## src/rtl/serial_port_router_pkg.sv

```systemverilog
// Shared types and helpers for the serial port router: FSM states, baud
// selector encoding and the baud-select to accumulator-step mapping.
package serial_router_pkg;

    localparam int TICKS_PER_BIT = 16;

    typedef enum logic [1:0] {
        ACTIVE  = 2'd0,
        DRAIN   = 2'd1,
        HOLDOFF = 2'd2
    } router_state_e;

    typedef enum logic [2:0] {
        BAUD_115200 = 3'd0,
        BAUD_38400  = 3'd1,
        BAUD_19200  = 3'd2,
        BAUD_9600   = 3'd3,
        BAUD_4800   = 3'd4,
        BAUD_2400   = 3'd5,
        BAUD_RSV6   = 3'd6,
        BAUD_RSV7   = 3'd7
    } baud_rate_e;

    // Step added to the 16-bit phase accumulator each clk_sys cycle (50 MHz)
    // so that its carry-out fires at 16x the baud rate. Reserved codes
    // fall back to 115200.
    function automatic logic [15:0] baud_inc(baud_rate_e rate);
        case (rate)
            BAUD_38400: return 16'd805;
            BAUD_19200: return 16'd403;
            BAUD_9600:  return 16'd201;
            BAUD_4800:  return 16'd101;
            BAUD_2400:  return 16'd50;
            default:    return 16'd2416;
        endcase
    endfunction

endpackage

```

## src/rtl/serial_port_router_if.sv

```systemverilog
// UART signal bundle between the CPU core side and the physical pins.
// The router takes the slave view; the environment driving core and pins
// takes the master view.
interface serial_port_router_if #(
    parameter int NUM_PORTS = 2
);
    logic                 core_txd;
    logic                 core_rts;
    logic                 core_rxd;
    logic                 core_cts;
    logic [NUM_PORTS-1:0] port_rxd;
    logic [NUM_PORTS-1:0] port_cts;
    logic [NUM_PORTS-1:0] port_txd;
    logic [NUM_PORTS-1:0] port_rts;
    logic [NUM_PORTS-1:0] port_rx_en;
    logic [NUM_PORTS-1:0] port_cts_en;

    modport master (
        output core_txd, core_rts, port_rxd, port_cts,
        input  core_rxd, core_cts, port_txd, port_rts, port_rx_en, port_cts_en
    );

    modport slave (
        input  core_txd, core_rts, port_rxd, port_cts,
        output core_rxd, core_cts, port_txd, port_rts, port_rx_en, port_cts_en
    );
endinterface

```

## src/rtl/serial_port_router_baud_gen.sv

```systemverilog
// 16x baud generator: phase accumulator whose carry-out is the tick.
// The step and the phase only change on load, so a new rate starts from a
// clean phase while the line is held idle.
module serial_baud_gen
    import serial_router_pkg::*;
(
    input  logic        clk_sys,
    input  logic        reset,
    input  logic        load,
    input  logic [2:0]  baud_sel,
    output logic [15:0] baud_increment,
    output logic        baud_tick
);

    logic [15:0] acc;
    logic [16:0] sum;

    assign sum = {1'b0, acc} + {1'b0, baud_increment};

    // Accumulate every cycle; reload step and clear phase on load.
    always_ff @(posedge clk_sys) begin
        if (reset) begin
            baud_increment <= baud_inc(BAUD_115200);
            acc            <= '0;
            baud_tick      <= 1'b0;
        end else if (load) begin
            baud_increment <= baud_inc(baud_rate_e'(baud_sel));
            acc            <= '0;
            baud_tick      <= 1'b0;
        end else begin
            acc       <= sum[15:0];
            baud_tick <= sum[16];
        end
    end

endmodule

```

## src/rtl/serial_port_router.sv

```systemverilog
// N-way serial port router. Connects the core UART to one physical port,
// drains the line and holds flow control in "stop" around every port or
// baud change. Optional break detector: SERIAL_ROUTER_BREAK_DETECT_EN.
module serial_port_router
    import serial_router_pkg::*;
#(
    parameter int  NUM_PORTS        = 2,
    parameter int  HOLDOFF_CYCLES   = 50000,
    parameter int  IDLE_BITS        = 12,
    parameter int  DRAIN_MAX_CYCLES = 5000000,
    parameter int  SYNC_STAGES      = 2,
    localparam int PW               = $clog2(NUM_PORTS)
) (
    input  logic          clk_sys,
    input  logic          reset,
    input  logic [PW-1:0] port_sel,
    input  logic [2:0]    baud_sel,
    input  logic          flow_en,
    serial_port_router_if.slave bus,
    output logic [15:0]   baud_increment,
    output logic          baud_tick,
    output logic [PW-1:0] active_port,
    output logic          switching,
    output logic          break_det
);

    localparam int IDLE_TICKS = IDLE_BITS * TICKS_PER_BIT;
    localparam int IW = $clog2(IDLE_TICKS + 1);
    localparam int DW = $clog2(DRAIN_MAX_CYCLES + 1);
    localparam int HW = $clog2(HOLDOFF_CYCLES + 1);

    router_state_e        state, state_next;
    logic [NUM_PORTS-1:0] rxd_sync [SYNC_STAGES];
    logic [NUM_PORTS-1:0] cts_sync [SYNC_STAGES];
    logic [PW-1:0]        sel_sync [SYNC_STAGES];
    logic [NUM_PORTS-1:0] s_rxd, s_cts, onehot, txd_map, rts_map;
    logic [PW-1:0]        sel_s;
    logic [2:0]           baud_latched;
    logic [IW-1:0]        idle_cnt;
    logic [DW-1:0]        drain_cnt;
    logic [HW-1:0]        hold_cnt;
    logic                 sel_ok, req_change, load, s_rxd_k, s_cts_k;

    // Pin and request synchronisers; pins come up in the idle/stop level.
    always_ff @(posedge clk_sys) begin
        if (reset) begin
            for (int i = 0; i < SYNC_STAGES; i++) begin
                rxd_sync[i] <= '1;
                cts_sync[i] <= '1;
                sel_sync[i] <= '0;
            end
        end else begin
            rxd_sync[0] <= bus.port_rxd;
            cts_sync[0] <= bus.port_cts;
            sel_sync[0] <= port_sel;
            for (int i = 1; i < SYNC_STAGES; i++) begin
                rxd_sync[i] <= rxd_sync[i-1];
                cts_sync[i] <= cts_sync[i-1];
                sel_sync[i] <= sel_sync[i-1];
            end
        end
    end

    assign s_rxd      = rxd_sync[SYNC_STAGES-1];
    assign s_cts      = cts_sync[SYNC_STAGES-1];
    assign sel_s      = sel_sync[SYNC_STAGES-1];
    assign s_rxd_k    = s_rxd[active_port];
    assign s_cts_k    = s_cts[active_port];
    assign sel_ok     = int'(sel_s) < NUM_PORTS;
    assign req_change = (sel_ok && (sel_s != active_port)) || (baud_sel != baud_latched);
    assign load       = (state == DRAIN) && (state_next == HOLDOFF);

    // State register; reset parks in HOLDOFF so the pins settle first.
    always_ff @(posedge clk_sys) begin
        if (reset) state <= HOLDOFF;
        else       state <= state_next;
    end

    // Next-state logic: a new request is only sampled in ACTIVE.
    always_comb begin
        state_next = state;
        case (state)
            ACTIVE:  if (req_change) state_next = DRAIN;
            DRAIN:   if ((idle_cnt == IW'(IDLE_TICKS)) ||
                         (drain_cnt == DW'(DRAIN_MAX_CYCLES))) state_next = HOLDOFF;
            HOLDOFF: if (hold_cnt == HW'(HOLDOFF_CYCLES - 1)) state_next = ACTIVE;
            default: state_next = HOLDOFF;
        endcase
    end

    // Drain/holdoff counters and the port/baud latch taken on HOLDOFF entry.
    always_ff @(posedge clk_sys) begin
        if (reset) begin
            active_port  <= '0;
            baud_latched <= 3'd0;
            idle_cnt     <= '0;
            drain_cnt    <= '0;
            hold_cnt     <= '0;
        end else begin
            drain_cnt <= (state == DRAIN)   ? drain_cnt + 1'b1 : '0;
            hold_cnt  <= (state == HOLDOFF) ? hold_cnt + 1'b1  : '0;
            if (state != DRAIN)
                idle_cnt <= '0;
            else if (baud_tick)
                idle_cnt <= (!bus.core_txd || !s_rxd_k) ? '0 : idle_cnt + 1'b1;
            if (load) begin
                if (sel_ok) active_port <= sel_s;
                baud_latched <= baud_sel;
            end
        end
    end

    serial_baud_gen u_baud_gen (
        .clk_sys       (clk_sys),
        .reset         (reset),
        .load          (load),
        .baud_sel      (baud_sel),
        .baud_increment(baud_increment),
        .baud_tick     (baud_tick)
    );

    // Pin routing: TX may finish its frame during DRAIN; flow stays "stop"
    // outside ACTIVE; the CTS release is also withheld while in reset.
    always_comb begin
        onehot  = NUM_PORTS'(1) << active_port;
        txd_map = '1;
        rts_map = '1;
        if (state != HOLDOFF) txd_map[active_port] = bus.core_txd;
        if (flow_en && (state == ACTIVE)) rts_map[active_port] = bus.core_rts;
    end

    assign bus.port_txd    = txd_map;
    assign bus.port_rts    = rts_map;
    assign bus.port_rx_en  = onehot;
    assign bus.port_cts_en = (flow_en && !reset) ? onehot : '0;
    assign bus.core_rxd    = (state == ACTIVE) ? s_rxd_k : 1'b1;
    assign bus.core_cts    = !flow_en ? 1'b0 : ((state == ACTIVE) ? s_cts_k : 1'b1);
    assign switching       = (state != ACTIVE);

`ifdef SERIAL_ROUTER_BREAK_DETECT_EN
    logic [IW-1:0] brk_cnt;

    // Break detector: one pulse per low stretch, re-armed when rxd goes high.
    always_ff @(posedge clk_sys) begin
        if (reset) begin
            brk_cnt   <= '0;
            break_det <= 1'b0;
        end else begin
            break_det <= 1'b0;
            if ((state != ACTIVE) || s_rxd_k) begin
                brk_cnt <= '0;
            end else if (baud_tick && (brk_cnt != IW'(IDLE_TICKS))) begin
                brk_cnt <= brk_cnt + 1'b1;
                if (brk_cnt == IW'(IDLE_TICKS - 1)) break_det <= 1'b1;
            end
        end
    end
`else
    assign break_det = 1'b0;
`endif

endmodule

```

## src/flat_wrapper.sv

```systemverilog
// flat-port wrapper written by rule: the top's interface ports become plain ports
module serial_port_router_flat import serial_router_pkg::*;
#(
    parameter int  NUM_PORTS        = 2,
    parameter int  HOLDOFF_CYCLES   = 50000,
    parameter int  IDLE_BITS        = 12,
    parameter int  DRAIN_MAX_CYCLES = 5000000,
    parameter int  SYNC_STAGES      = 2,
    localparam int PW               = $clog2(NUM_PORTS)
)
  (clk_sys, reset, port_sel, baud_sel, flow_en, baud_increment, baud_tick, active_port, switching, break_det, bus_core_txd, bus_core_rts, bus_port_rxd, bus_port_cts, bus_core_rxd, bus_core_cts, bus_port_txd, bus_port_rts, bus_port_rx_en, bus_port_cts_en);
  serial_port_router_if #(.NUM_PORTS(NUM_PORTS)) bus_i ();
  input  logic clk_sys;
  input  logic reset;
  input  logic [PW-1:0] port_sel;
  input  logic [2:0] baud_sel;
  input  logic flow_en;
  output logic [15:0] baud_increment;
  output logic baud_tick;
  output logic [PW-1:0] active_port;
  output logic switching;
  output logic break_det;
  input wire logic [$bits(bus_i.core_txd)-1:0] bus_core_txd;
  input wire logic [$bits(bus_i.core_rts)-1:0] bus_core_rts;
  input wire logic [$bits(bus_i.port_rxd)-1:0] bus_port_rxd;
  input wire logic [$bits(bus_i.port_cts)-1:0] bus_port_cts;
  output wire logic [$bits(bus_i.core_rxd)-1:0] bus_core_rxd;
  output wire logic [$bits(bus_i.core_cts)-1:0] bus_core_cts;
  output wire logic [$bits(bus_i.port_txd)-1:0] bus_port_txd;
  output wire logic [$bits(bus_i.port_rts)-1:0] bus_port_rts;
  output wire logic [$bits(bus_i.port_rx_en)-1:0] bus_port_rx_en;
  output wire logic [$bits(bus_i.port_cts_en)-1:0] bus_port_cts_en;
  assign bus_i.core_txd = bus_core_txd;
  assign bus_i.core_rts = bus_core_rts;
  assign bus_i.port_rxd = bus_port_rxd;
  assign bus_i.port_cts = bus_port_cts;
  assign bus_core_rxd = bus_i.core_rxd;
  assign bus_core_cts = bus_i.core_cts;
  assign bus_port_txd = bus_i.port_txd;
  assign bus_port_rts = bus_i.port_rts;
  assign bus_port_rx_en = bus_i.port_rx_en;
  assign bus_port_cts_en = bus_i.port_cts_en;
  serial_port_router #(.NUM_PORTS(NUM_PORTS), .HOLDOFF_CYCLES(HOLDOFF_CYCLES), .IDLE_BITS(IDLE_BITS), .DRAIN_MAX_CYCLES(DRAIN_MAX_CYCLES), .SYNC_STAGES(SYNC_STAGES)) u_core (.clk_sys(clk_sys), .reset(reset), .port_sel(port_sel), .baud_sel(baud_sel), .flow_en(flow_en), .bus(bus_i), .baud_increment(baud_increment), .baud_tick(baud_tick), .active_port(active_port), .switching(switching), .break_det(break_det));
endmodule
```

## config.mk

```make
export PLATFORM = sky130hd
export DESIGN_NAME = serial_port_router_flat
export DESIGN_NICKNAME = d
export VERILOG_FILES = /design/src/rtl/serial_port_router_pkg.sv /design/src/rtl/serial_port_router_if.sv /design/src/rtl/serial_port_router_baud_gen.sv /design/src/rtl/serial_port_router.sv /design/src/flat_wrapper.sv
export SDC_FILE = /design/constraint.sdc
export NUM_CORES = 1
export LEC_CHECK = 0
export ABC_AREA = 0
export BUFFER_PORTS_ARGS = -buffer_cell sky130_fd_sc_hd__buf_2
export CORE_MARGIN = 2
export CORE_UTILIZATION = 25
export CTS_CLUSTER_SIZE = 25
export DETAILED_ROUTE_END_ITERATION = 12
export SLEW_MARGIN = 15
export SYNTH_ARGS = -nofsm -noshare
export SYNTH_HDL_FRONTEND = slang
export SYNTH_HIERARCHICAL = 1
export SYNTH_SLANG_ARGS = --single-unit
```

## constraint.sdc

```tcl
create_clock -name clk_sys -period 3.3 [get_ports clk_sys]
set_input_delay 0.165 -clock clk_sys [delete_from_list [all_inputs] [get_ports clk_sys]]
set_output_delay 0.165 -clock clk_sys [all_outputs]
set_load 0.03 [all_outputs]
```

After elaboration in Yosys (flattened, before gate mapping)
Memory sizes are Yosys's and may differ from the RTL's.
Cells that the tools add are included.
{"block": "totals", "mem_count": 3, "ff_bits": 86, "in_bits": 13, "wordCells": 88, "mem_bits_rw": 10, "out_inout_bits": 30}
{"name": "u_core.cts_sync", "depth": 2, "width": 2, "read_ports": 2, "rd_clocked_by_memory_dff": 0, "write_ports": 2, "line": "serial_port_router.sv:34", "text": "logic [NUM_PORTS-1:0] cts_sync [SYNC_STAGES];"}
{"name": "u_core.rxd_sync", "depth": 2, "width": 2, "read_ports": 2, "rd_clocked_by_memory_dff": 0, "write_ports": 2, "line": "serial_port_router.sv:33", "text": "logic [NUM_PORTS-1:0] rxd_sync [SYNC_STAGES];"}
{"name": "u_core.sel_sync", "depth": 2, "width": 1, "read_ports": 2, "rd_clocked_by_memory_dff": 0, "write_ports": 2, "line": "serial_port_router.sv:35", "text": "logic [PW-1:0] sel_sync [SYNC_STAGES];"}
{"block": "op_classes", "reduce_logical": 16, "n_eq_ne": 15, "add_sub_neg": 4, "shift": 1, "n_mux": 27, "n_bitwise": 11, "magnitude_cmp": 2}
{"operator": "$pmux 12 s5", "count": 1}
{"operator": "$add 23x1->23 const B", "count": 1}
{"operator": "$eq 23x23->1 const B", "count": 1}
{"operator": "$mux 2", "count": 10}
{"operator": "$add 16x16->17", "count": 1}
{"operator": "$add 16x1->16 const B", "count": 1}
{"operator": "$eq 16x16->1 const B", "count": 1}
{"operator": "$mux 1", "count": 13}
{"operator": "$add 8x1->8 const B", "count": 1}
{"operator": "$eq 8x8->1 const B", "count": 1}
{"operator": "$mux 8", "count": 1}
{"operator": "$reduce_or 2->1", "count": 4}
{"operator": "$eq 3x2->1 const B", "count": 2}
{"operator": "$eq 3x3->1 const B", "count": 2}
{"operator": "$or 1x1->1", "count": 6}
{"operator": "$pmux 2 s3", "count": 1}
{"operator": "$eq 2x2->1 const B", "count": 2}
{"operator": "$logic_and 1x1->1", "count": 4}
{"operator": "$or 2x2->2", "count": 2}
{"operator": "$eq 3x1->1 const B", "count": 1}
{"operator": "$logic_not 1->1", "count": 3}
{"operator": "$logic_or 1x1->1", "count": 3}
{"operator": "$ne 3x3->1", "count": 1}
{"operator": "$eq 2x1->1 const B", "count": 1}
{"operator": "11 further kinds", "count": 12}

Depth between registers and ports, before layout
Gate-level depths: netlist of the first run.
An unclocked memory read counts as a cell.
{"block": "depth", "ltp_word": 8, "ltp_mapped": 12, "depth_no_buf": 11}

Hierarchy
Netlist of the first run, hierarchy kept.
{"mod": "serial_port_router", "n_inst": 1, "cells_each": 329, "seq_area_each_um2": 1261.2, "area_per_inst_um2": 2877.8}
{"mod": "serial_baud_gen", "n_inst": 1, "cells_each": 199, "seq_area_each_um2": 560.5, "area_per_inst_um2": 1670.4}

Worst setup path before layout of the first run
Ideal clock, no wire load.
{"block": "synth_path", "kind": "register to register", "from": "register u_core.idle_cnt[0]", "to": "register u_core.u_baud_gen.acc[13]", "setup_slack_ns": 0.872, "required_ns": 3.242, "n_path_buf": 2, "period_less_slack_ns": 2.428, "setup_ns": 0.058, "arrival_ns": 2.370, "stages_incl_launch_ff": 13, "cell_sequence": "dfxtp_1 > inv_1 > ha_1 > nand4b_1 > nor3_1 > o21ba_2 > clkbuf_1 > inv_1 > or2_0 > buf_2 > or4_1 > o311a_1 > nand2_1"}
{"block": "synth_via", "elab_chain_len": 7}
{"element": "start: declaration", "line": "serial_port_router.sv:39", "text": "logic [IW-1:0] idle_cnt;"}
{"element": "start signal: assignment", "line": "serial_port_router.sv:105", "text": "idle_cnt <= (!bus.core_txd || !s_rxd_k) ? '0 : idle_cnt + 1'b1;"}
{"element": "$eq 8x8->1", "line": "serial_port_router.sv:84", "text": "DRAIN: if ((idle_cnt == IW'(IDLE_TICKS)) ||"}
{"element": "$logic_or 1x1->1", "line": "serial_port_router.sv:84"}
{"element": "$mux 2", "line": "serial_port_router.sv:84"}
{"element": "$pmux 2 s3", "line": "serial_port_router.sv:82", "text": "case (state)"}
{"element": "$eq 2x2->1", "line": "serial_port_router.sv:71", "text": "assign load = (state == DRAIN) && (state_next == HOLDOFF);"}
{"element": "$logic_and 1x1->1", "line": "serial_port_router.sv:71"}
{"element": "via u_core.load", "line": "serial_port_router.sv:42", "text": "logic sel_ok, req_change, load, s_rxd_k, s_cts_k;"}
{"element": "$reduce_or 2->1 (no line)"}
{"element": "end signal: assignment", "line": "serial_port_router_baud_gen.sv:31", "text": "acc <= sum[15:0];"}
{"element": "end: declaration", "line": "serial_port_router_baud_gen.sv:15", "text": "logic [15:0] acc;"}
The timed path passes the listed nets, and every way through them passes these cells.
A chain may end at the register's enable or synchronous reset.

Worst setup path after layout of the first run
{"block": "layout_path", "from": "register u_core.idle_cnt[0]", "to": "register u_core.u_baud_gen.acc[14]"}
Same word-level chain as after synthesis.

==> flow_metrics.env, run 1 <==
export IMPL_place_gp_congestion=0.823
export IMPL_yosysTopAreaCellShare_pct=40.1
export IMPL_cts_buffers=9
export IMPL_hold_ws_ns=0.0288
export IMPL_dp_slack_ns=0.619
export IMPL_p_leak_nw=2.07
export IMPL_row_count=49
export IMPL_area_delta_synth_final_pct=16.4
export IMPL_finalSetupViolCount=0
export IMPL_hold_violations=0
export IMPL_fp_dieW_um=139
export IMPL_crit_family="simple AND/OR/NAND/NOR gates"
export IMPL_cts_tree="built"
export IMPL_grt_pass1_vias=3470
export IMPL_dr_first_iter_drc_count=193
export IMPL_drive_gt1_share_pct=13.0
export IMPL_worstSetupStartpointType="flop"
export IMPL_crit_fanout=14
export IMPL_viasPerCell=4.59
export IMPL_nNetsFinal=596
export IMPL_die_h_um=139
export IMPL_worstSetupEndpointType="flop"
export IMPL_cts_path_max_buffers=2
export IMPL_track_usage_pct=10.2
export IMPL_yosysTopAreaCell="dfxtp_1"
export IMPL_dieArea_um2=19300
export IMPL_final_area_um2=5300
export IMPL_cts_repair_resized=0
export IMPL_cp_num_buf_inv=3
export IMPL_drt_total_wl_mm=9.65
export IMPL_max_slew_worst_pin_slew_ns=0.702
export IMPL_wl_per_cell_um=12.1
export IMPL_grt_pass1_wl_mm=16.5
export IMPL_synth_cell_area_um2=4550
export IMPL_vias=3666
export IMPL_finalSetupTns_ns=0
export IMPL_synth_cell_type_count=55
export IMPL_synth_seq_cells=91
export IMPL_min_path_type="in2reg"
export IMPL_antenna_left=0
export IMPL_maxCapViolations=0
export IMPL_regArea_um2=1820
export IMPL_place_area_um2=4940
export IMPL_cts_sinks=91
export IMPL_port_buffer_count=36
export IMPL_slew_viol_final=0
export IMPL_fillCellCount=1906
export IMPL_first_pass_iters=4
export IMPL_synthCells=528
export IMPL_pin_count=43
export IMPL_yosys_most_used_dff="dfxtp_1"
export IMPL_clock_latency_ns=0.35
export IMPL_grt_max_degree=25
export IMPL_max_freq_mhz=381
export IMPL_post_layout_nonfiller_instances=798
export IMPL_antenna_found_initial=0
export IMPL_status="complete, no violations"
export IMPL_fin_crit_sh_pct=79.5
export IMPL_crit_slowest_cell="nor2_1"
export IMPL_holdBufCountCts=4
export IMPL_place_hpwl_mm=6.92
export IMPL_critPathMaxStageDelay_ns=0.44
export IMPL_finalClockSkew_ns=0.00933
export IMPL_clk_pin_slew_ns=0.07
export IMPL_cp_cell_sequence="inv_1 > ha_1 > nand4b_1 > nor3_1 > o21ba_2 > inv_1 > nor2_1 > buf_4 > nand3_1 > or3_1 > nand4_1"
export IMPL_max_slew_margin_pct=53.2
export IMPL_required_ns=3.59
export IMPL_n_antenna_cell=0
export IMPL_cts_root_buf="clkbuf_16"
export IMPL_path_class="reg2reg"
export IMPL_dp_cells=778
export IMPL_yosysSeqAreaShare_pct=40.1
export IMPL_synth_edf_count=0
export IMPL_fin_util_pct=29.6
export IMPL_crit_arrival_ns=2.91
export IMPL_peakVddDrop_uv=376
export IMPL_synthTopCellsByArea="dfxtp_1 40%, ha_1 5.0%, nor2_1 4.9%"
export IMPL_total_power_mw=2.55
export IMPL_postSynth_asyncResetShare_pct=0
export IMPL_grt_setup_unrepaired="no"
export IMPL_cts_setup_buffers=0
export IMPL_power_density_nw_per_um2=481
export IMPL_grt_ovfl_total=0
export IMPL_coreArea_um2=17900
export IMPL_avgSynthCellArea_um2=8.61
export IMPL_period_needed_ns=2.62
export IMPL_drc_errors=0
export IMPL_start_util_pct=25.4
export IMPL_synth_warnings=6
export IMPL_multi_input_comb_area_um2=2550
export IMPL_cts_max_level=3
export IMPL_finalWorstSetupSlack_ns=0.678
export IMPL_path_common_cell="inv_1"
## registers in the layout (all words and copies together) (netlist names)
register / flops
u_core/cts_sync: 4
u_core/state: 2
u_core/sel_sync: 2
u_core/idle_cnt: 8
u_core/drain_cnt: 23
u_core/active_port: 1
u_core/u_baud_gen/baud_tick: 1
u_core/baud_latched: 3
u_core/u_baud_gen/acc: 16
u_core/u_baud_gen/baud_increment: 11
u_core/hold_cnt: 16
u_core/rxd_sync: 4
## cells in the mapped netlist (12+ instances only)
cell and number:
mux2i_1 16, nand2_1 49, a21oi_1 16, ha_1 18, clkbuf_1 12, inv_1 19
dfxtp_1 91, nor2_1 59, xor2_1 25, or2_2 14, or3_1 13, nand4_1 13
xnor2_1 15, o21ai_0 18, and3_1 13, nand3_1 23
## worst reg2reg max path: cells and delay by family (launching register included)
kind,cells,cell delay [ns]
buf+inv,3,0.55
fa+ha+maj,1,0.19
simple gates,6,1.09
flops,1,0.42
compound gates,1,0.32
## routing by layer
metal | wire length [um] | track usage (%) | up-vias
met5 | 0 | 0 | -
met4 | 76 | 2.60 | 0
met3 | 359 | 3.35 | 7
met2 | 4400 | 16.6 | 49
met1 | 4820 | 13.2 | 1693
li1 | - | - | 1917
## logic make-up after synthesis
| family | count (synthesis) | share of synthesized area [%] |
|---|---|---|
| and+or+nand+nor | 248 | 28.9 |
| xor gates and xnor gates | 40 | 7.70 |
| other | 2 | 0.165 |
| adders and majority gates | 19 | 5.39 |
| muxes | 16 | 3.52 |
| DFF | 91 | 40.1 |
| buffers and inverters | 42 | 4.10 |
| AOI/OAI and AO/OA | 70 | 10.2 |
## placed cells by master, fill, tap and decap left out, drive strengths merged, types with 4 or more instances in the layout
cell,count
or3,14
o21ai,18
or2,15
o211ai,4
xor2,25
nor3,11
mux2i,16
and3,13
dlygate4sd3,4
inv,21
nor2,59
and2,8
nor4,8
nand2b,6
nand2,49
nand4,14
dfxtp,91
and4,6
nand3,23
nand4b,4
conb,6
ha,18
buf,40
clkbuf,10
a21o,9
or4,5
a21oi,16
xnor2,15
## final cells by class
class | count | share of cell area (%)
sequential | 91 | 34.4
timing repair buffer | 44 | 4.73
multi-input combinational | 399 | 48.3
inverter | 19 | 1.35
clock buffer | 10 | 4.51
clock inverter | 6 | 1.35
tap | 229 | 5.41
## path summary, 6_finish.rpt
| kind | slack [ns] | startpoint | cells past startpoint | to |
|---|---|---|---|---|
| worst min-delay path | 0.03 | port_sel | 2 | u_core/sel_sync[0][0] |
| worst max-delay path | 0.68 | u_core/idle_cnt[0] | 11 | u_core/u_baud_gen/acc[14] |
| worst max register to register | 0.68 | u_core/idle_cnt[0] | 11 | u_core/u_baud_gen/acc[14] |
| worst min register to register | 0.41 | u_core/rxd_sync[0][1] | 1 | u_core/rxd_sync[0][3] |
## report_power, final
| group | total [mW] | switching, mW | internal [mW] |
|---|---|---|---|
| combinational | 0.317 | 0.188 | 0.129 |
| clock | 1.06 | 0.450 | 0.614 |
| sequential | 1.17 | 0.0256 | 1.14 |
No activity file was read; power rests on OpenSTA's default activity.
==> run 2, diff against run 1 <==
- ABC_AREA: 0 -> 1
- clock period: 3.3 -> 2.8 ns (I/O delays scaled with it)
==> run 2 against run 1 <==
- critical path type unchanged
- die area grew 6.3%
- global-route usage grew 1.3 points
- design area grew 6.0%
- setup slack lost 0.23 ns
==> flow_metrics.env, run 2 <==
export IMPL_antenna_found_initial=1
export IMPL_synth_most_common_cell="nand2_1"
export IMPL_start_util_pct=25.7
export IMPL_first_pass_iters=5
export IMPL_worstSetupEndpointType="flop"
export IMPL_synthSimpleGateAreaFrac_pct=36.8
export IMPL_cts_sinks=91
export IMPL_slew_viol_final=0
export IMPL_drive_gt1_share_pct=14.4
export IMPL_n_antenna_cell=0
export IMPL_drc_errors=0
export IMPL_maxCapViolations=0
export IMPL_power_density_nw_per_um2=498
export IMPL_port_buffer_count=36
export IMPL_yosysSeqAreaShare_pct=37.6
export IMPL_track_usage_pct=11.5
export IMPL_clk_pin_slew_ns=0.06
export IMPL_top_regs="u_core/drain_cnt: 23 flops, u_core/hold_cnt: 16 flops, u_core/u_baud_gen/acc: 16 flops"
export IMPL_dieArea_um2=20500
export IMPL_final_cell_mix="150 x nand2_1, 98 x inv_1, 98 x nor2_1, 91 x dfxtp_1, 49 x a21oi_1"
export IMPL_required_ns=3.09
export IMPL_crit_arrival_ns=2.64
export IMPL_grt_ovfl_total=0
export IMPL_synth_seq_cells=91
export IMPL_grt_pass1_vias=4021
export IMPL_finalWorstSetupSlack_ns=0.446
export IMPL_finalSetupViolCount=0
export IMPL_synth_warnings=6
export IMPL_ys_top_cells_by_count="150 x nand2_1, 98 x inv_1, 98 x nor2_1"
export IMPL_max_slew_margin_pct=58.4
export IMPL_cts_tree="built"
export IMPL_status="complete, no violations"
export IMPL_fin_crit_sh_pct=84.1
export IMPL_yosysTopAreaCellShare_pct=37.6
export IMPL_wl_per_cell_um=11.0
export IMPL_synth_cell_area_um2=4840
export IMPL_cts_root_buf="clkbuf_16"
export IMPL_hold_violations=0
export IMPL_area_delta_synth_final_pct=15.9
export IMPL_coreArea_um2=18800
export IMPL_layout_commonest_cell="nand2_1"
export IMPL_pwr_share_comb_pct=8.2
export IMPL_viasPerCell=4.26
export IMPL_synth_top_family_by_area="simple AND/OR/NAND/NOR gates"
export IMPL_largest_reg_flops=23
export IMPL_multi_input_comb_area_um2=2550
export IMPL_yosys_most_used_dff="dfxtp_1"
export IMPL_clock_latency_ns=0.34
export IMPL_synth_fa_ha_area_share_pct=5.06
export IMPL_p_leak_nw=2.27
export IMPL_cts_repair_resized=0
export IMPL_fin_util_pct=29.8
export IMPL_cts_max_level=3
export IMPL_finalClockSkew_ns=0.00877
export IMPL_fp_dieW_um=143
export IMPL_pin_count=43
export IMPL_min_path_type="in2reg"
export IMPL_period_needed_ns=2.35
export IMPL_crit_fanout=10
export IMPL_cts_path_max_buffers=2
export IMPL_synthXorXnorAreaFrac_pct=1.08
export IMPL_path_class="reg2reg"
export IMPL_synth_area_mux_share_pct=0
export IMPL_synthCells=696
export IMPL_regArea_um2=1820
export IMPL_postSynth_asyncResetShare_pct=0
export IMPL_max_flop_register="u_core/drain_cnt"
export IMPL_peakVddDrop_uv=246
export IMPL_die_h_um=143
export IMPL_synth_compound_area_share_pct=9.27
export IMPL_grt_setup_unrepaired="no"
export IMPL_seq_power_share_pct=48.0
export IMPL_yosysTopAreaCell="dfxtp_1"
export IMPL_synthTopCellsByArea="dfxtp_1 38%, nand2_1 12%, inv_1 7.6%"
export IMPL_place_gp_congestion=0.860
export IMPL_cts_buffers=9
export IMPL_grt_max_degree=21
export IMPL_post_layout_nonfiller_instances=1003
export IMPL_place_hpwl_mm=8.44
export IMPL_drt_total_wl_mm=11.0
export IMPL_r2r_setup_slack_ns=0.45
export IMPL_dp_cells=984
export IMPL_nNetsFinal=771
export IMPL_vias=4277
export IMPL_synth_edf_count=0
export IMPL_grt_pass1_wl_mm=18.7
export IMPL_pwr_share_clk_pct=43.8
export IMPL_max_freq_mhz=425
export IMPL_row_count=50
export IMPL_p_switching_mw=0.657
export IMPL_finalSetupTns_ns=0
export IMPL_dr_first_iter_drc_count=237
export IMPL_worstSetupStartpointType="flop"
export IMPL_swShare_pct=23.5
export IMPL_avgSynthCellArea_um2=6.96
export IMPL_intPower_mw=2.14
export IMPL_fillCellCount=2047
export IMPL_max_slew_worst_pin_slew_ns=0.624
export IMPL_dp_slack_ns=0.452
export IMPL_antenna_left=0
export IMPL_synth_cell_type_count=42
==> run 2: cell count changes in the layout (fill, tap and decap cells not counted), sizes merged, moves of 15 or more <==
cell / previous run / this run
nand2: 49 / 164
inv: 21 / 103
nor2: 59 / 108
a21oi: 16 / 51
xor2: 25 / 4
nand3: 23 / 41
mux2i: 16 / 0
nor3: 11 / 26
==> run 2: kinds of logic (layout without fill, tap and decap cells) <==
| group | Yosys count | in the layout |
|---|---|---|
| AOI/OAI and AO/OA | 83 | 83 |
| xor gates and xnor gates | 6 | 6 |
| adders and majority gates | 19 | 19 |
| buffers and inverters | 116 | 159 |
| DFF | 91 | 91 |
| other | 2 | 6 |
| and+or+nand+nor | 379 | 379 |
==> run 2: worst max-delay path, cell delays in order, from the launching register on <==
cell     delay, ns
dfxtp_1       0.38
inv_1         0.06
ha_1          0.19
nand2_1       0.07
nor2_1        0.04
nand3_1       0.10
nand2_2       0.13
nand2_1       0.12
nor2_1        0.10
nor2_1        0.50
inv_1         0.27
nor3_1        0.20
nand3_1       0.09
inv_1         0.06
==> run 2: per-layer routing <==
metal / vias up / share of wire (%) / wire length (um) / track usage [%]
met4: 0 / 0.68 / 75 / 2.66
met1: 1908 / 48 / 5320 / 14.3
met5: - / 0 / 0 / 0
met3: 4 / 5.2 / 574 / 3.82
met2: 70 / 46 / 5060 / 19.3
li1: 2295 / - / - / -
==> run 2: layout make-up <==
type	count	share of cell area, %
Clock inverter	2	0.624
Timing Repair Buffer	41	4.06
Inverter	103	6.98
Multi-Input combinational cell	493	45.5
Clock buffer	13	4.64
Tap cell	260	5.79
Sequential cell	91	32.4
==> run 2: worst paths after layout <==
check | from | to | cells after the start
setup / recovery | u_core/drain_cnt[0] | u_core/u_baud_gen/baud_tick | 13
hold / removal | port_sel | u_core/sel_sync[0][0] | 3
setup reg to reg | u_core/drain_cnt[0] | u_core/u_baud_gen/baud_tick | 13
hold reg to reg | u_core/rxd_sync[0][1] | u_core/rxd_sync[0][3] | 1
==> run 2: power by group through the flow <==
stage | registers [mW] | logic, mW | clock network [mW]
floorplan | 1.37 | 0.178 | 0
global placement | 1.37 | 0.222 | 0
detailed placement | 1.37 | 0.224 | 0
CTS | 1.34 | 0.229 | 1.27
global route | 1.34 | 0.265 | 1.32
finish | 1.34 | 0.229 | 1.22
==> run 2: what timing repair did <==
action / CTS / global route
endpoints found under the hold margin: 4 / 0
hold buffers: 4 / 0
setup buffers: 0 / 0
setup endpoints to repair: 0 / 0
==> run 2: stage by stage <==
stage | power (mW) | cell area [um2] | hold WS, ns
after floorplan | 1.54 | 4860 | 0.244
after global placement | 1.59 | 5280 | 0.326
after detailed placement | 1.59 | 5280 | 0.329
after CTS | 2.84 | 5610 | 0.00946
after global routing | 2.93 | 5610 | 0.0191
final | 2.79 | 5610 | 0.0203
==> run 3, diff against run 2 <==
- clock period: 2.8 -> 2.3 ns (I/O delays scaled with it)
==> run 3 against run 2 <==
- sequential power is 22% higher
- global-route usage down 0.33 points
- highest routed layer unchanged
- cell count increased by 0.20%
- critical endpoint is now u_core/u_baud_gen/baud_increment[4]
- worst hold slack better by 0.13 ns
- combinational power rose by 21%
- sequential cell count unchanged
==> flow_metrics.env, run 3 (synthesis results as in run 2) <==
export IMPL_multi_input_comb_area_um2=2550
export IMPL_total_power_mw=3.26
export IMPL_grt_pass1_vias=3895
export IMPL_worstSetupEndpointType="flop"
export IMPL_place_hpwl_mm=8.35
export IMPL_start_util_pct=25.7
export IMPL_period_needed_ns=2.04
export IMPL_maxCapViolations=0
export IMPL_cp_cell_sequence="inv_1 > nor2_1 > nand2_1 > nor2_1 > nand3_1 > nand2_2 > nand2_1 > nor2_2 > inv_1 > nor2_4 > inv_1 > a21oi_1 > a31oi_1"
export IMPL_top_regs="u_core/drain_cnt: 23 flops, u_core/hold_cnt: 16 flops, u_core/u_baud_gen/acc: 16 flops"
export IMPL_clock_latency_ns=0.34
export IMPL_first_pass_iters=4
export IMPL_crit_arrival_ns=2.26
export IMPL_cts_tree="built"
export IMPL_fin_crit_sh_pct=88.9
export IMPL_status="complete, no violations"
export IMPL_crit_fanout=9
export IMPL_regArea_um2=1820
export IMPL_max_freq_mhz=489
export IMPL_path_common_cell="inv_1"
export IMPL_dr_first_iter_drc_count=222
export IMPL_hold_ws_ns=0.152
export IMPL_path_class="reg2reg"
export IMPL_grt_max_degree=21
export IMPL_power_density_nw_per_um2=581
export IMPL_max_flop_register="u_core/drain_cnt"
export IMPL_antenna_found_initial=0
export IMPL_layout_commonest_cell="nand2_1"
export IMPL_cts_path_max_buffers=2
export IMPL_area_delta_synth_final_pct=15.9
export IMPL_finalSetupViolCount=0
export IMPL_worstSetupStartpointType="flop"
export IMPL_hold_depth=3
export IMPL_cp_num_buf_inv=3
export IMPL_clk_pin_slew_ns=0.06
export IMPL_n_antenna_cell=0
export IMPL_place_gp_congestion=0.864
export IMPL_cts_root_buf="clkbuf_16"
export IMPL_viasPerCell=4.26
export IMPL_min_path_type="in2reg"
export IMPL_largest_reg_flops=23
export IMPL_nNetsFinal=774
export IMPL_fp_dieW_um=143
export IMPL_cts_buffers=9
export IMPL_peakVddDrop_uv=340
export IMPL_max_slew_worst_pin_slew_ns=0.603
export IMPL_crit_family="simple AND/OR/NAND/NOR gates"
export IMPL_post_layout_nonfiller_instances=1005
export IMPL_crit_path_start="u_core/drain_cnt[6]"
export IMPL_p_leak_nw=2.27
export IMPL_pin_count=43
export IMPL_grt_pass1_wl_mm=18.4
export IMPL_required_ns=2.52
export IMPL_hold_violations=0
export IMPL_row_count=50
export IMPL_port_buffer_count=36
export IMPL_slew_viol_final=0
export IMPL_grt_ovfl_total=0
export IMPL_r2r_start="u_core/drain_cnt[6]"
export IMPL_finalClockSkew_ns=0.00767
export IMPL_cts_max_level=3
export IMPL_drt_total_wl_mm=10.9
export IMPL_fillCellCount=2015
export IMPL_antenna_left=0
export IMPL_dieArea_um2=20500
export IMPL_die_h_um=143
export IMPL_r2r_setup_slack_ns=0.26
export IMPL_final_area_um2=5620
export IMPL_final_cell_mix="150 x nand2_1, 98 x inv_1, 97 x nor2_1, 91 x dfxtp_1, 49 x a21oi_1"
export IMPL_dp_cells=986
export IMPL_reg2regPathDepth=13
export IMPL_crit_end="u_core/u_baud_gen/baud_increment[4]"
export IMPL_vias=4285
export IMPL_cts_sinks=91
export IMPL_critPathMaxStageDelay_ns=0.40
export IMPL_worst_path_stages=13
export IMPL_min_from="baud_sel[2]"
export IMPL_r2r_end="u_core/u_baud_gen/baud_increment[4]"
export IMPL_max_slew_margin_pct=59.8
export IMPL_wl_per_cell_um=10.8
export IMPL_drive_gt1_share_pct=14.8
export IMPL_grt_setup_unrepaired="no"
export IMPL_crit_slowest_cell="dfxtp_1"
export IMPL_place_area_um2=5290
export IMPL_drc_errors=0
export IMPL_track_usage_pct=11.2
export IMPL_coreArea_um2=18800
export IMPL_finalSetupTns_ns=0
==> run 3: per-stage QoR <==
stage                     setup WS (ns)  utilization [%]
after floorplan                   0.435                -
after global placement            0.303             28.1
after detailed placement          0.203             28.1
after CTS                         0.201             29.8
after global routing             0.0219             29.8
final                             0.256             29.8
==> run 3: where the power goes <==
group          total [mW]  leakage, nW  switching [mW]  internal (mW)
sequential           1.63        0.739          0.0187           1.61
combinational       0.277         1.40           0.182         0.0957
clock                1.35        0.131           0.577          0.778
total                3.26         2.27           0.777           2.49
==> run 3: worst reg2reg max path, cell delays in order, from the launching register on <==
cell	delay, ns
dfxtp_1	0.40
inv_1	0.11
nor2_1	0.10
nand2_1	0.05
nor2_1	0.09
nand3_1	0.11
nand2_2	0.18
nand2_1	0.13
nor2_2	0.16
inv_1	0.10
nor2_4	0.13
inv_1	0.07
a21oi_1	0.20
a31oi_1	0.10
==> run 3: worst min path at each step <==
stage / to / slack, ns
2_1_floorplan: u_core/cts_sync[0][0] / 0.22
3_3_place_gp: u_core/rxd_sync[0][0] / 0.30
4_1_cts: u_core/u_baud_gen/baud_increment[4] / 0.14
3_5_place_dp: u_core/rxd_sync[0][0] / 0.30
5_1_grt: u_core/u_baud_gen/baud_increment[4] / 0.16
6_report: u_core/u_baud_gen/baud_increment[4] / 0.15
==> run 3: timing repair <==
action                                  in CTS  in global routing
endpoints found under the hold margin        5                  0
endpoints found under the setup margin       0                  3
hold buffers                                 5                  0
buffers inserted                             0                  0
resized for setup                            0                  1
==> run 3: cell type report <==
| class | instances | share of cell area (%) |
|---|---|---|
| clock buffers | 12 | 4.57 |
| clock inverters | 2 | 0.223 |
| inverters | 103 | 6.97 |
| multi-input cells | 493 | 45.5 |
| flip-flops and latches | 91 | 32.4 |
| well taps | 260 | 5.79 |
| repair buffers | 44 | 4.50 |
==> run 3: metal layers <==
| layer | up-vias | global-route usage [%] | wire [um] |
|---|---|---|---|
| met4 | 0 | 2.50 | 43 |
| li1 | 2299 | - | - |
| met1 | 1909 | 14.4 | 5380 |
| met3 | 4 | 3.72 | 609 |
| met5 | - | 0 | 0 |
| met2 | 73 | 18.1 | 4850 |
